==> src/rtl/div16_pkg.sv <==
`default_nettype none
// ============================================================================
// Package     : div16_pkg
// Description : Shared constants and the S0 pipeline-register layout for the
//               div16_pipe_ctrl stage and its helpers.
//               Optional feature macro used by the users of this package:
//               DIV16_PIPE_SIGNED_EN (two's-complement operands).
// Contents    : DATA_W    - operand / quotient width
//               DZ_QUOT   - quotient reported for a zero divisor
//               S0_TAG_W  - width of the tag field held in s0_t
//               s0_t      - S0 register: operands, sign, dz flag, tag
//               is_zero() - divisor-zero detect
// Revision    : 1.0 - initial release
// ============================================================================
package div16_pkg;

  localparam int DATA_W = 16;
  localparam logic [DATA_W-1:0] DZ_QUOT = 16'hFFFF;
  localparam int S0_TAG_W = 4;

  // In signed builds a/b hold magnitudes and neg the quotient sign; in
  // unsigned builds a/b are the raw operands and neg is constant 0.
  typedef struct packed {
    logic [DATA_W-1:0]   a;
    logic [DATA_W-1:0]   b;
    logic                neg;
    logic                dz;
    logic [S0_TAG_W-1:0] tag;
  } s0_t;

  function automatic logic is_zero(input logic [DATA_W-1:0] v);
    return (v == '0);
  endfunction

endpackage
`default_nettype wire

==> src/rtl/DIV16.sv <==
`default_nettype none
// ============================================================================
// Module      : DIV16
// Description : Combinational 16-bit unsigned restoring divider.
//               A zero divisor yields an all-ones quotient, since every trial
//               subtraction succeeds.
// Ports       : a_i [15:0] in  - dividend
//               b_i [15:0] in  - divisor
//               q_o [15:0] out - floor(a_i / b_i)
// Revision    : 1.0 - initial release
// ============================================================================
module DIV16 (
  input  logic [15:0] a_i,
  input  logic [15:0] b_i,
  output logic [15:0] q_o
);

  // Partial remainder stays below 2*b, so 17 bits is always enough.
  logic [16:0] rem;

  always_comb begin
    rem = '0;
    q_o = '0;
    for (int i = 15; i >= 0; i--) begin
      rem = {rem[15:0], a_i[i]};
      if (rem >= {1'b0, b_i}) begin
        rem    = rem - {1'b0, b_i};
        q_o[i] = 1'b1;
      end
    end
  end

endmodule
`default_nettype wire

==> src/rtl/div16_sign_unit.sv <==
`default_nettype none
// ============================================================================
// Module      : div16_sign_unit
// Description : Combinational conditional two's-complement negate. Used as
//               abs() by tying neg_i to the operand MSB, and as the quotient
//               sign fix-up. Only instantiated when DIV16_PIPE_SIGNED_EN is
//               defined.
// Ports       : val_i [WIDTH-1:0] in  - input value
//               neg_i             in  - 1: negate, 0: pass through
//               val_o [WIDTH-1:0] out - result (wraps for the most negative)
// Revision    : 1.0 - initial release
// ============================================================================
module div16_sign_unit
  import div16_pkg::*;
#(
  parameter int WIDTH = DATA_W
) (
  input  logic [WIDTH-1:0] val_i,
  input  logic             neg_i,
  output logic [WIDTH-1:0] val_o
);

  // -(16'h8000) == 16'h8000, which is exactly the unsigned magnitude of
  // the most negative value, so abs() needs no special case.
  assign val_o = neg_i ? (-val_i) : val_i;

endmodule
`default_nettype wire

==> src/rtl/div16_pipe_ctrl.sv <==
`default_nettype none
// ============================================================================
// Module      : div16_pipe_ctrl
// Description : Two-stage valid/ready wrapper around the combinational DIV16
//               core. S0 registers operands, tag, dz flag (and sign info);
//               DIV16 sits between S0 and S1; S1 registers quotient, dz and
//               tag. Sustains one division per cycle.
//               Optional macro DIV16_PIPE_SIGNED_EN: two's-complement
//               operands, quotient truncated toward zero.
// Parameters  : TAG_W - sideband tag width (must match div16_pkg::S0_TAG_W)
// Ports       : clk        in   - clock, rising edge
//               rst        in   - synchronous active-high reset
//               in_valid   in   - operand pair valid
//               in_ready   out  - stage accepts operands this cycle
//               in_a [15:0] in  - dividend
//               in_b [15:0] in  - divisor
//               in_tag     in   - sideband tag
//               out_valid  out  - result valid
//               out_ready  in   - consumer accepts result this cycle
//               out_q [15:0] out - quotient (16'hFFFF on zero divisor)
//               out_dz     out  - divisor was zero
//               out_tag    out  - tag of this result
// Revision    : 1.0 - initial release
// ============================================================================
module div16_pipe_ctrl
  import div16_pkg::*;
#(
  parameter int TAG_W = S0_TAG_W
) (
  input  logic              clk,
  input  logic              rst,
  input  logic              in_valid,
  output logic              in_ready,
  input  logic [DATA_W-1:0] in_a,
  input  logic [DATA_W-1:0] in_b,
  input  logic [TAG_W-1:0]  in_tag,
  output logic              out_valid,
  input  logic              out_ready,
  output logic [DATA_W-1:0] out_q,
  output logic              out_dz,
  output logic [TAG_W-1:0]  out_tag
);

  s0_t               s0_q;
  s0_t               s0_d;
  logic              s0_valid_q;
  logic              s1_valid_q;
  logic [DATA_W-1:0] s1_quot_q;
  logic [DATA_W-1:0] s1_quot_d;
  logic              s1_dz_q;
  logic [TAG_W-1:0]  s1_tag_q;

  logic              s0_adv;
  logic              s1_adv;
  logic [DATA_W-1:0] a_mag;
  logic [DATA_W-1:0] b_mag;
  logic              neg_d;
  logic [DATA_W-1:0] core_q;
  logic [DATA_W-1:0] quot_res;

  // Handshake: a stage may load when it is empty or its content moves on.
  // in_ready depends only on state and out_ready, never on in_valid.
  assign s1_adv   = !s1_valid_q || out_ready;
  assign s0_adv   = !s0_valid_q || s1_adv;
  assign in_ready = s0_adv;

`ifdef DIV16_PIPE_SIGNED_EN
  if (1'b1) begin : g_signed
    div16_sign_unit #(.WIDTH(DATA_W)) u_abs_a (
      .val_i (in_a),
      .neg_i (in_a[DATA_W-1]),
      .val_o (a_mag)
    );

    div16_sign_unit #(.WIDTH(DATA_W)) u_abs_b (
      .val_i (in_b),
      .neg_i (in_b[DATA_W-1]),
      .val_o (b_mag)
    );

    div16_sign_unit #(.WIDTH(DATA_W)) u_neg_q (
      .val_i (core_q),
      .neg_i (s0_q.neg),
      .val_o (quot_res)
    );

    assign neg_d = in_a[DATA_W-1] ^ in_b[DATA_W-1];
  end
`else
  if (1'b1) begin : g_unsigned
    logic unused_neg;

    assign a_mag      = in_a;
    assign b_mag      = in_b;
    assign neg_d      = 1'b0;
    assign quot_res   = core_q;
    // The sign bit is constant 0 here and gets optimised away.
    assign unused_neg = s0_q.neg;
  end
`endif

  always_comb begin
    s0_d     = '0;
    s0_d.a   = a_mag;
    s0_d.b   = b_mag;
    s0_d.neg = neg_d;
    s0_d.dz  = is_zero(in_b);
    s0_d.tag = in_tag;
  end

  DIV16 u_div16 (
    .a_i (s0_q.a),
    .b_i (s0_q.b),
    .q_o (core_q)
  );

  // Zero divisor reports DZ_QUOT regardless of sign handling.
  assign s1_quot_d = s0_q.dz ? DZ_QUOT : quot_res;

  always_ff @(posedge clk) begin
    if (rst) begin
      s0_valid_q <= 1'b0;
      s0_q       <= '0;
      s1_valid_q <= 1'b0;
      s1_quot_q  <= '0;
      s1_dz_q    <= 1'b0;
      s1_tag_q   <= '0;
    end else begin
      if (s0_adv) begin
        s0_valid_q <= in_valid;
        if (in_valid) begin
          s0_q <= s0_d;
        end
      end
      // Data registers only load on a real transfer, so a stalled result
      // stays put and an emptied stage keeps its last value harmlessly.
      if (s1_adv) begin
        s1_valid_q <= s0_valid_q;
        if (s0_valid_q) begin
          s1_quot_q <= s1_quot_d;
          s1_dz_q   <= s0_q.dz;
          s1_tag_q  <= s0_q.tag;
        end
      end
    end
  end

  assign out_valid = s1_valid_q;
  assign out_q     = s1_quot_q;
  assign out_dz    = s1_dz_q;
  assign out_tag   = s1_tag_q;

endmodule
`default_nettype wire

==> config.mk <==
export PLATFORM = sky130hd
export DESIGN_NAME = div16_pipe_ctrl
export DESIGN_NICKNAME = d
export VERILOG_FILES = /design/src/rtl/div16_pkg.sv /design/src/rtl/DIV16.sv /design/src/rtl/div16_sign_unit.sv /design/src/rtl/div16_pipe_ctrl.sv
export SDC_FILE = /design/constraint.sdc
export NUM_CORES = 1
export LEC_CHECK = 0
export BUFFER_PORTS_ARGS = -buffer_cell sky130_fd_sc_hd__buf_2
export CELL_PAD_IN_SITES_DETAIL_PLACEMENT = 0
export CELL_PAD_IN_SITES_GLOBAL_PLACEMENT = 1
export CORE_MARGIN = 2
export CORE_UTILIZATION = 40
export CTS_CLUSTER_SIZE = 14
export DETAILED_ROUTE_END_ITERATION = 12
export PLACE_DENSITY = 0.71
export SYNTH_ARGS = -nofsm -noshare
export SYNTH_HDL_FRONTEND = slang
export SYNTH_HIERARCHICAL = 1
export SYNTH_SLANG_ARGS = --single-unit
==> constraint.sdc <==
create_clock -name clk -period 73.3 [get_ports clk]
set_input_delay 3.665 -clock clk [delete_from_list [all_inputs] [get_ports clk]]
set_output_delay 3.665 -clock clk [all_outputs]
set_load 0.01 [all_outputs]
==> impl_metrics.json <==
{
  "tightest_slew_ps": 1202,
  "avgViaCountPerCell": 5.904,
  "cp_common_cell": "o21ai_0",
  "cts_resized": 0,
  "wl_um": 51960,
  "nFillCells": 4046,
  "clock_path_buffers": 2,
  "setup_tns_ps": 0,
  "drc_errors": 0,
  "grtUsageTotal_pct": 25.04,
  "timing.final.crit_share_pct": 75.51,
  "fin_crit_ps": 55350,
  "post-dp-hpwl_um": 39880,
  "grt_max_degree": 61,
  "synthTopCellsByCount": "ha_1, a21oi_1, o21ai_0, nor2_1, inv_1",
  "rsz0062_at_grt": "false",
  "arrival_ps": 55520,
  "syn_avg_cell_area_um2": 7.525,
  "maxSlewViolCount": 0,
  "syn_area_um2": 15660,
  "synth-async-reset-ratio_pct": 0,
  "io_buffers": 62,
  "area_delta_synth_final_pct": 7.375,
  "hold_path.class": "reg2reg",
  "cp_num_buf_inv": 20,
  "fin_nets": 2415,
  "final_layout_size_suffix_gt1_share_pct": 13.51,
  "grt_pass1_vias": 14800,
  "crit_path_end_kind": "register",
  "finalSetupViolations": 0,
  "drt_iter0_markers": 1019,
  "outcome": "finished clean",
  "dieHeight_um": 201.9,
  "syn_nets": 2376,
  "yosysMostFrequentCell": "ha_1",
  "hold_violations": 0,
  "fmax_ghz": 0.01807,
  "hold_buffers": 0,
  "antenna_found_initial": 1,
  "ant_nets": 0,
  "grt_pass1_wl_um": 81510,
  "cts_tree": "built",
  "initial_core_util_pct": 40.52,
  "clock_latency_ps": 350,
  "gp_congestion": 0.9011,
  "drt-pass1-iter-count": 5,
  "cp-start-kind": "register",
  "syn_inst": 2081,
  "multiInputGateArea_um2": 13610,
  "htreeDepth": 3,
  "wl_per_cell_um": 19.66,
  "synth_top_area_cell": "ha_1",
  "core_um2": 38650,
  "postCtsSetupBuffers": 0,
  "yosys.area.top_type_share_pct": 19.26,
  "diodes": 0,
  "synthFlopType": "dfxtp_1",
  "slew-limit-headroom_pct": 19.87,
  "place_ws_ps": 19180,
  "die_w_um": 201.9,
  "required_ps": 73470,
  "finClkSkew_ps": 10.48,
  "crit_slowest_cell": "o41ai_1",
  "clock-sinks": 60,
  "clk_pin_slew_ps": 60,
  "maxCapViolations": 0,
  "crit_fanout": 23,
  "synth_seq_cells": 60,
  "ys_seq_area_share_pct": 7.670,
  "vias": 15610,
  "dieArea_um2": 40750,
  "ios": 63,
  "worst_slack_ps": 17950,
  "path_class": "reg2reg",
  "overflow": 0,
  "regArea_um2": 1201,
  "cpPeakStageDelay_ps": 830,
  "placementRows": 72,
  "synth-edff-count": 0,
  "clockRootBuffer": "clkbuf_16",
  "synthTopCellsByArea": "ha_1, mux2_2, dfxtp_1",
  "tritoncts.num_buffers": 9,
  "ys_warn_count": 6,
  "crit_family": "compound AO/OA/AOI/OAI gates",
  "synthDistinctLibCells": 103
}
==> cell type report <==
type                       count  area share (%)
multi-input combinational   1816           80.94
sequential                    60           7.143
timing repair buffer          86           2.917
clock inverter                 7          0.4911
tap                          518           3.854
clock buffer                   9           1.339
inverter                     147           3.319
==> per-layer routing <==
metal / wire (um) / track usage, % / share of wire, % / vias up
met2: 23860 / 42.02 / 46 / 359
met3: 1824 / 1.080 / 3.5 / 80
met4: 1353 / 7.222 / 2.6 / 0
li1: - / - / - / 7776
met5: 0 / 0 / 0 / -
met1: 24930 / 34.81 / 48 / 7390
==> through the flow <==
stage	hold WS, ps	cells	util (%)	area [um^2]
final	468.7	2643	43.51	16810
after floorplan	440.3	2081	-	15660
after global placement	460.3	2627	42.71	16510
after CTS	470.6	2643	43.51	16810
after detailed placement	466.6	2627	42.71	16510
after global routing	498.9	2643	43.51	16810
==> final timing paths <==
path         cells after the start  slack, ps                 start                       to
max                            250      17950  s0_q[7]$_SDFFE_PP0P_    out_q[0]$_SDFFE_PP0P_
min                              2        470  s0_q[3]$_SDFFE_PP0P_  out_tag[3]$_SDFFE_PP0P_
max reg2reg                    250      17950  s0_q[7]$_SDFFE_PP0P_    out_q[0]$_SDFFE_PP0P_
min reg2reg                      2        470  s0_q[3]$_SDFFE_PP0P_  out_tag[3]$_SDFFE_PP0P_
==> sequential cells by signal, indices dropped and copies added, names as in the netlist <==
name        cells
out_dz          1
out_q          16
out_tag         4
out_valid       1
s0_q           37
s0_valid_q      1
==> kinds of logic after synthesis <==
family          count (synthesis)  synth area share [%]
mux                           165                 11.84
xor+xnor                      137                 7.662
fa+ha+maj                     255                 21.05
buf+inv                       205                 5.457
flops                          60                 7.670
compound gates                641                 26.57
simple gates                  618                 19.75
==> placed cells by master (no fill, tap or decap), drive strengths merged, types with 34 or more instances in the layout <==
cell / instances
nor2: 169
nand2: 129
dfxtp: 60
xor2: 51
o21a: 35
mux2: 141
nand2b: 36
a21o: 55
buf: 86
o21ai: 176
nor2b: 50
nand3: 67
inv: 149
xnor2: 86
nand4: 49
a21oi: 176
nor3: 37
a21boi: 34
a211oi: 41
ha: 241
==> worst reg2reg max path, delay by kind of cell (launching register included) <==
family                     cells  cell delay (ps)
buffers and inverters         20             2700
AOI/OAI and AO/OA            156            37720
adders and majority gates     16             4170
DFF                            1              300
and+or+nand+nor               50             7230
muxes                          8             3110
Power is left out: the tool's default activity adds up to more than one toggle a clock period on the data nets, which glitch-free logic cannot reach.
